**src/rtl/vend_dispenser_if.sv**
```systemverilog
// Request/status bundle between the vending controller and the dispenser mechanism driver.
// The controller side is the master; the dispenser is the slave.
interface vend_dispenser_if;
  logic choco;
  logic change;
  logic item_sensed;
  logic clr_fault;
  logic motor_on;
  logic eject_on;
  logic vend_done;
  logic busy;
  logic fault;
  logic overflow;

  modport master (
    output choco, change, item_sensed, clr_fault,
    input  motor_on, eject_on, vend_done, busy, fault, overflow
  );

  modport slave (
    input  choco, change, item_sensed, clr_fault,
    output motor_on, eject_on, vend_done, busy, fault, overflow
  );
endinterface

```
**src/rtl/vend_dispenser.sv**
```systemverilog
// Dispenser back end: queues product/change pulses, runs the motor with a drop-sensor
// timeout, fires the coin ejector for a fixed pulse, and reports busy/fault/overflow.
module vend_dispenser #(
  parameter int QDEPTH       = 4,
  parameter int TIMEOUT      = 64,
  parameter int EJECT_CYCLES = 4
) (
  input logic             clk,
  input logic             rst_n,
  vend_dispenser_if.slave bus
);
  localparam int            CW         = $clog2(QDEPTH + 1);
  localparam logic [CW-1:0] QFULL      = CW'(QDEPTH);
  localparam logic [7:0]    VEND_LAST  = 8'(TIMEOUT - 1);
  localparam logic [7:0]    EJECT_LAST = 8'(EJECT_CYCLES - 1);

  typedef enum logic [1:0] {IDLE, VEND, EJECT, FAULT} state_t;

  state_t        state, next_state;
  logic [CW-1:0] pend_choco, pend_change;
  logic [CW-1:0] pend_choco_nxt, pend_change_nxt;
  logic          drop_choco, drop_change;
  logic [7:0]    timer;
  logic          overflow_q;
  logic          done_q;
  logic          start_vend, start_eject;

  // Returns {dropped, next_count}; a same-cycle request and service cancel out.
  function automatic logic [CW:0] bump(input logic [CW-1:0] cnt, input logic inc,
                                       input logic dec);
    logic [CW:0] res;
    res = {1'b0, cnt};
    if (inc && !dec) begin
      if (cnt == QFULL) res[CW] = 1'b1;
      else              res[CW-1:0] = cnt + CW'(1);
    end else if (dec && !inc) begin
      res[CW-1:0] = cnt - CW'(1);
    end
    return res;
  endfunction

  // Product wins over change, so a sale always ejects its change after the item.
  assign start_vend  = (state == IDLE) && (pend_choco != '0);
  assign start_eject = (state == IDLE) && (pend_choco == '0) && (pend_change != '0);

  always_comb begin
    {drop_choco, pend_choco_nxt}   = bump(pend_choco, bus.choco, start_vend);
    {drop_change, pend_change_nxt} = bump(pend_change, bus.change, start_eject);
  end

  // State register
  always_ff @(posedge clk) begin
    // NOTE: sequential state uses non-blocking (<=) so every flop samples pre-edge values.
    if (!rst_n) state <= IDLE;
    else        state <= next_state;
  end

  // Next-state logic
  always_comb begin
    // NOTE: default first so no path leaves next_state unassigned (which would infer a latch).
    next_state = state;
    unique case (state)
      IDLE: begin
        if (start_vend)       next_state = VEND;
        else if (start_eject) next_state = EJECT;
      end
      VEND: begin
        if (bus.item_sensed)         next_state = IDLE;
        else if (timer == VEND_LAST) next_state = FAULT;
      end
      EJECT: if (timer == EJECT_LAST) next_state = IDLE;
      FAULT: if (bus.clr_fault)       next_state = IDLE;
      default:                        next_state = IDLE;
    endcase
  end

  // Queues, service timer and sticky/pulse status
  always_ff @(posedge clk) begin
    if (!rst_n) begin
      pend_choco  <= '0;
      pend_change <= '0;
      timer       <= '0;
      overflow_q  <= 1'b0;
      done_q      <= 1'b0;
    end else begin
      pend_choco  <= pend_choco_nxt;
      pend_change <= pend_change_nxt;
      overflow_q  <= overflow_q | drop_choco | drop_change;
      done_q      <= (state == VEND) && bus.item_sensed;
      timer       <= (state == VEND || state == EJECT) ? timer + 8'd1 : 8'd0;
    end
  end

  // Moore outputs
  always_comb begin
    bus.motor_on  = (state == VEND);
    bus.eject_on  = (state == EJECT);
    bus.fault     = (state == FAULT);
    bus.vend_done = done_q;
    bus.overflow  = overflow_q;
    bus.busy      = (state != IDLE) || (pend_choco != '0) || (pend_change != '0);
  end
endmodule
```
**src/flat_wrapper.sv**
```systemverilog
// flat-port wrapper written by rule: the top's interface ports become plain ports
module vend_dispenser_flat 
#(
  parameter int QDEPTH       = 4,
  parameter int TIMEOUT      = 64,
  parameter int EJECT_CYCLES = 4
)
  (clk, rst_n, bus_choco, bus_change, bus_item_sensed, bus_clr_fault, bus_motor_on, bus_eject_on, bus_vend_done, bus_busy, bus_fault, bus_overflow);
  vend_dispenser_if bus_i ();
  input logic clk;
  input logic rst_n;
  input wire logic [$bits(bus_i.choco)-1:0] bus_choco;
  input wire logic [$bits(bus_i.change)-1:0] bus_change;
  input wire logic [$bits(bus_i.item_sensed)-1:0] bus_item_sensed;
  input wire logic [$bits(bus_i.clr_fault)-1:0] bus_clr_fault;
  output wire logic [$bits(bus_i.motor_on)-1:0] bus_motor_on;
  output wire logic [$bits(bus_i.eject_on)-1:0] bus_eject_on;
  output wire logic [$bits(bus_i.vend_done)-1:0] bus_vend_done;
  output wire logic [$bits(bus_i.busy)-1:0] bus_busy;
  output wire logic [$bits(bus_i.fault)-1:0] bus_fault;
  output wire logic [$bits(bus_i.overflow)-1:0] bus_overflow;
  assign bus_i.choco = bus_choco;
  assign bus_i.change = bus_change;
  assign bus_i.item_sensed = bus_item_sensed;
  assign bus_i.clr_fault = bus_clr_fault;
  assign bus_motor_on = bus_i.motor_on;
  assign bus_eject_on = bus_i.eject_on;
  assign bus_vend_done = bus_i.vend_done;
  assign bus_busy = bus_i.busy;
  assign bus_fault = bus_i.fault;
  assign bus_overflow = bus_i.overflow;
  vend_dispenser #(.QDEPTH(QDEPTH), .TIMEOUT(TIMEOUT), .EJECT_CYCLES(EJECT_CYCLES)) u_core (.clk(clk), .rst_n(rst_n), .bus(bus_i));
endmodule
```
**config.mk**
```make
export PLATFORM = sky130hd
export DESIGN_NAME = vend_dispenser_flat
export DESIGN_NICKNAME = d
export VERILOG_FILES = /design/src/rtl/vend_dispenser_if.sv /design/src/rtl/vend_dispenser.sv /design/src/flat_wrapper.sv
export SDC_FILE = /design/constraint.sdc
export NUM_CORES = 1
export LEC_CHECK = 0
export BUFFER_PORTS_ARGS = -buffer_cell sky130_fd_sc_hd__buf_2
export CORE_UTILIZATION = 51
export CTS_CLUSTER_SIZE = 10
export DETAILED_ROUTE_END_ITERATION = 10
export PLACE_DENSITY = 0.78
export SLEW_MARGIN = 20
export SYNTH_ARGS = -nofsm -noshare
export SYNTH_HDL_FRONTEND = slang
export SYNTH_SLANG_ARGS = --single-unit
```
**constraint.sdc**
```tcl
create_clock -name clk -period 2.19 [get_ports clk]
set_input_delay 0.438 -clock clk [delete_from_list [all_inputs] [get_ports clk]]
set_output_delay 0.438 -clock clk [all_outputs]
set_load 0.05 [all_outputs]
```
==> flow_metrics.tcl <==
set metrics [dict create \
    syn_area_sq_um 1070 \
    yosysWarnings 0 \
    num_antenna_cells 0 \
    maxSlewHeadroom 0.688 \
    syn_to_final_growth_pct 24.9 \
    ir_worst_vdd_uv 775 \
    synth-edff-count 0 \
    die_w_microns 47.9 \
    grt_pass1_wl_microns 3620 \
    startpoint_type "register" \
    drive_gt1_frac 0.331 \
    clkLatencyLatePin_ps 310 \
    p_leak_uw 0.000567 \
    nets 163 \
    start_util 0.547 \
    cap_violations 0 \
    clk_pin_slew_ps 110 \
    synth_area_per_cell_sq_um 8.95 \
    timing.fmax_mhz 457 \
    skew_ps 8.07 \
    die_area_sq_um 2290 \
    antenna_found_initial 0 \
    via_per_inst 5.57 \
    async_flop_share 0 \
    ys_seq_area_frac 0.336 \
    powerDensity_nw_per_um2 1450 \
    num_rows 16 \
    gr-total-overflow 0 \
    fp.dieH_microns 47.9 \
    hold_path_class "in -> reg" \
    period_share 0.999 \
    crit_path_end_kind "register" \
    root_buffer "clkbuf_4" \
    cts_hold_buf 0 \
    drt_iter0_markers 8 \
    grt_pass1_vias 893 \
    cts_buffers 3 \
    final_max_slew_viol_count 0 \
    fin_tns_setup_ps 0 \
    core_sq_um 1960 \
    outcome "completed" \
    hold_viol 0 \
    first_pass_iters 4 \
    grt_usage 0.232 \
    drc_errors 0 \
    seq_area_sq_um 363 \
    critPathArrivalTime_ps 2400 \
    wire_per_inst_microns 13.0 \
    criticalPathCategory "reg -> reg" \
    clock_path_buffers 2 \
    io_buffers 11 \
    setup_violations 0 \
    critPathRequiredTime_ps 2410 \
    hold_ws_ps 370 \
    multi_input_area_sq_um 711 \
    nFillCells 162 \
    synth_cell_types 40 \
    fin_crit_ps 2190 \
    ys_ff_latch 18 \
    wl_microns 2280 \
    pin_count 12 \
    ys.flop_type "dfxtp_1" \
    path_max_fanout 2 \
    place_hpwl_microns 1700 \
    syn_inst 120 \
    antenna_left 0 \
    rsz0062_at_grt "true" \
    tritoncts "yes" \
    via_count 974 \
    grt_max_degree 12 \
    synth_nets 134 \
    numClockSinks 18 \
    htreeDepth 1 \
    worstMarginPinSlew_ps 465 \
    gp_congestion 0.721 \
]
[where the power goes]
part | total, uW | leakage, uW | switching (uW) | internal [uW]
clock network | 217 | 0.0000210 | 115 | 102
logic | 1270 | 0.000398 | 675 | 590
registers | 464 | 0.000147 | 59.1 | 405
total | 1950 | 0.000567 | 850 | 1100
[path summary, 6_finish.rpt]
| path | start | to | slack, ps | depth (start not counted) |
|---|---|---|---|---|
| setup / recovery | u_core.state[1] | u_core.pend_change[1] | 3 | 8 |
| hold / removal | bus_item_sensed | u_core.bus.vend_done | 370 | 2 |
| setup reg to reg | u_core.state[1] | u_core.pend_change[1] | 3 | 8 |
| hold reg to reg | u_core.timer[0] | u_core.timer[0] | 500 | 1 |
[cells in the mapped netlist (2+ instances only)]
library cell	instances	area, sq um
dfxtp_1	18	360
nor2_1	11	41.3
nand3_1	8	40.0
nand2_1	7	26.3
xor2_1	7	61.3
ha_1	6	75.1
o21ai_0	6	30.0
a21oi_1	5	25.0
inv_1	4	15.0
and3_1	3	18.8
nand4_1	3	18.8
o221a_2	3	33.8
xnor2_1	3	26.3
a21boi_0	2	15.0
a221oi_1	2	17.5
a31oi_1	2	12.5
buf_2	2	10.0
fa_1	2	40.0
nand3b_1	2	15.0
nor2b_1	2	12.5
nor3b_1	2	15.0
or4_1	2	15.0
[area by class of cell]
class,instances,area share
Tap cell,27,0.0252
Multi-Input combinational cell,94,0.530
Timing Repair Buffer,28,0.136
Inverter,4,0.0112
Sequential cell,18,0.271
Clock buffer,4,0.0271
[sequential cells by signal, summed over array words and instances (netlist names)]
name	flops
u_core.bus.overflow	1
u_core.bus.vend_done	1
u_core.pend_change	3
u_core.pend_choco	3
u_core.state	2
u_core.timer	8
[cell families after synthesis]
family	count (synthesis)	share of synthesized area
adders and majority gates	8	0.107
buffers and inverters	8	0.0373
AOI/OAI and AO/OA	27	0.177
and+or+nand+nor	49	0.261
DFF	18	0.336
xor gates and xnor gates	10	0.0816
[timing repair]
action                                  CTS  global route
buffers inserted                          0             1
resized for setup                         2            11
pin swaps                                 0             4
endpoints found under the setup margin    2             5
hold endpoints to repair                  0             0
gates cloned                              0             0
[placed cells by master (no fill, tap or decap), types with 2 or more instances in the layout]
cell	netlist	layout
xnor2_1	3	3
dfxtp_2	0	2
nand3b_1	2	2
nand2_1	7	7
xor2_1	7	7
or4_1	2	2
nand4_1	3	3
and3_1	3	3
inv_2	0	2
a221oi_1	2	2
a21oi_1	5	5
inv_1	4	2
buf_2	2	11
nor2b_1	2	2
ha_1	6	5
a31oi_1	2	2
buf_4	0	17
clkbuf_4	0	3
nor2_1	11	11
nand3_1	8	8
o221a_2	3	3
dfxtp_1	18	16
o21ai_0	6	4
[routing by layer]
layer / part of all wire / track usage / vias to the layer above / wire length, microns
li1: - / - / 495 / -
met1: 0.43 / 0.248 / 466 / 987
met2: 0.53 / 0.435 / 8 / 1220
met3: 0.012 / 0.0453 / 5 / 27
met4: 0.019 / 0.100 / 0 / 44
met5: 0 / 0 / - / 0
[critical path, stage by stage, from the launching register on]
cell and delay (ps):
dfxtp_2 340, inv_2 70, ha_4 130, or4b_4 480
o21ai_4 170, fa_2 470, o221ai_2 70, a31oi_1 60
o221a_2 290
[through the flow]
stage | util | std cells | instance area [sq um] | setup slack [ps] | power [uW]
5_1_grt | 0.684 | 175 | 1340 | -63.4 | 2090
6_report | 0.684 | 175 | 1340 | 2.65 | 1950
2_1_floorplan | - | 120 | 1070 | -14.8 | 1260
4_1_cts | 0.663 | 174 | 1300 | 10.4 | 1860
3_5_place_dp | 0.641 | 170 | 1260 | 2.36 | 1630
3_3_place_gp | 0.641 | 170 | 1260 | 47.9 | 1570
No activity file was read; power rests on OpenSTA's default activity.
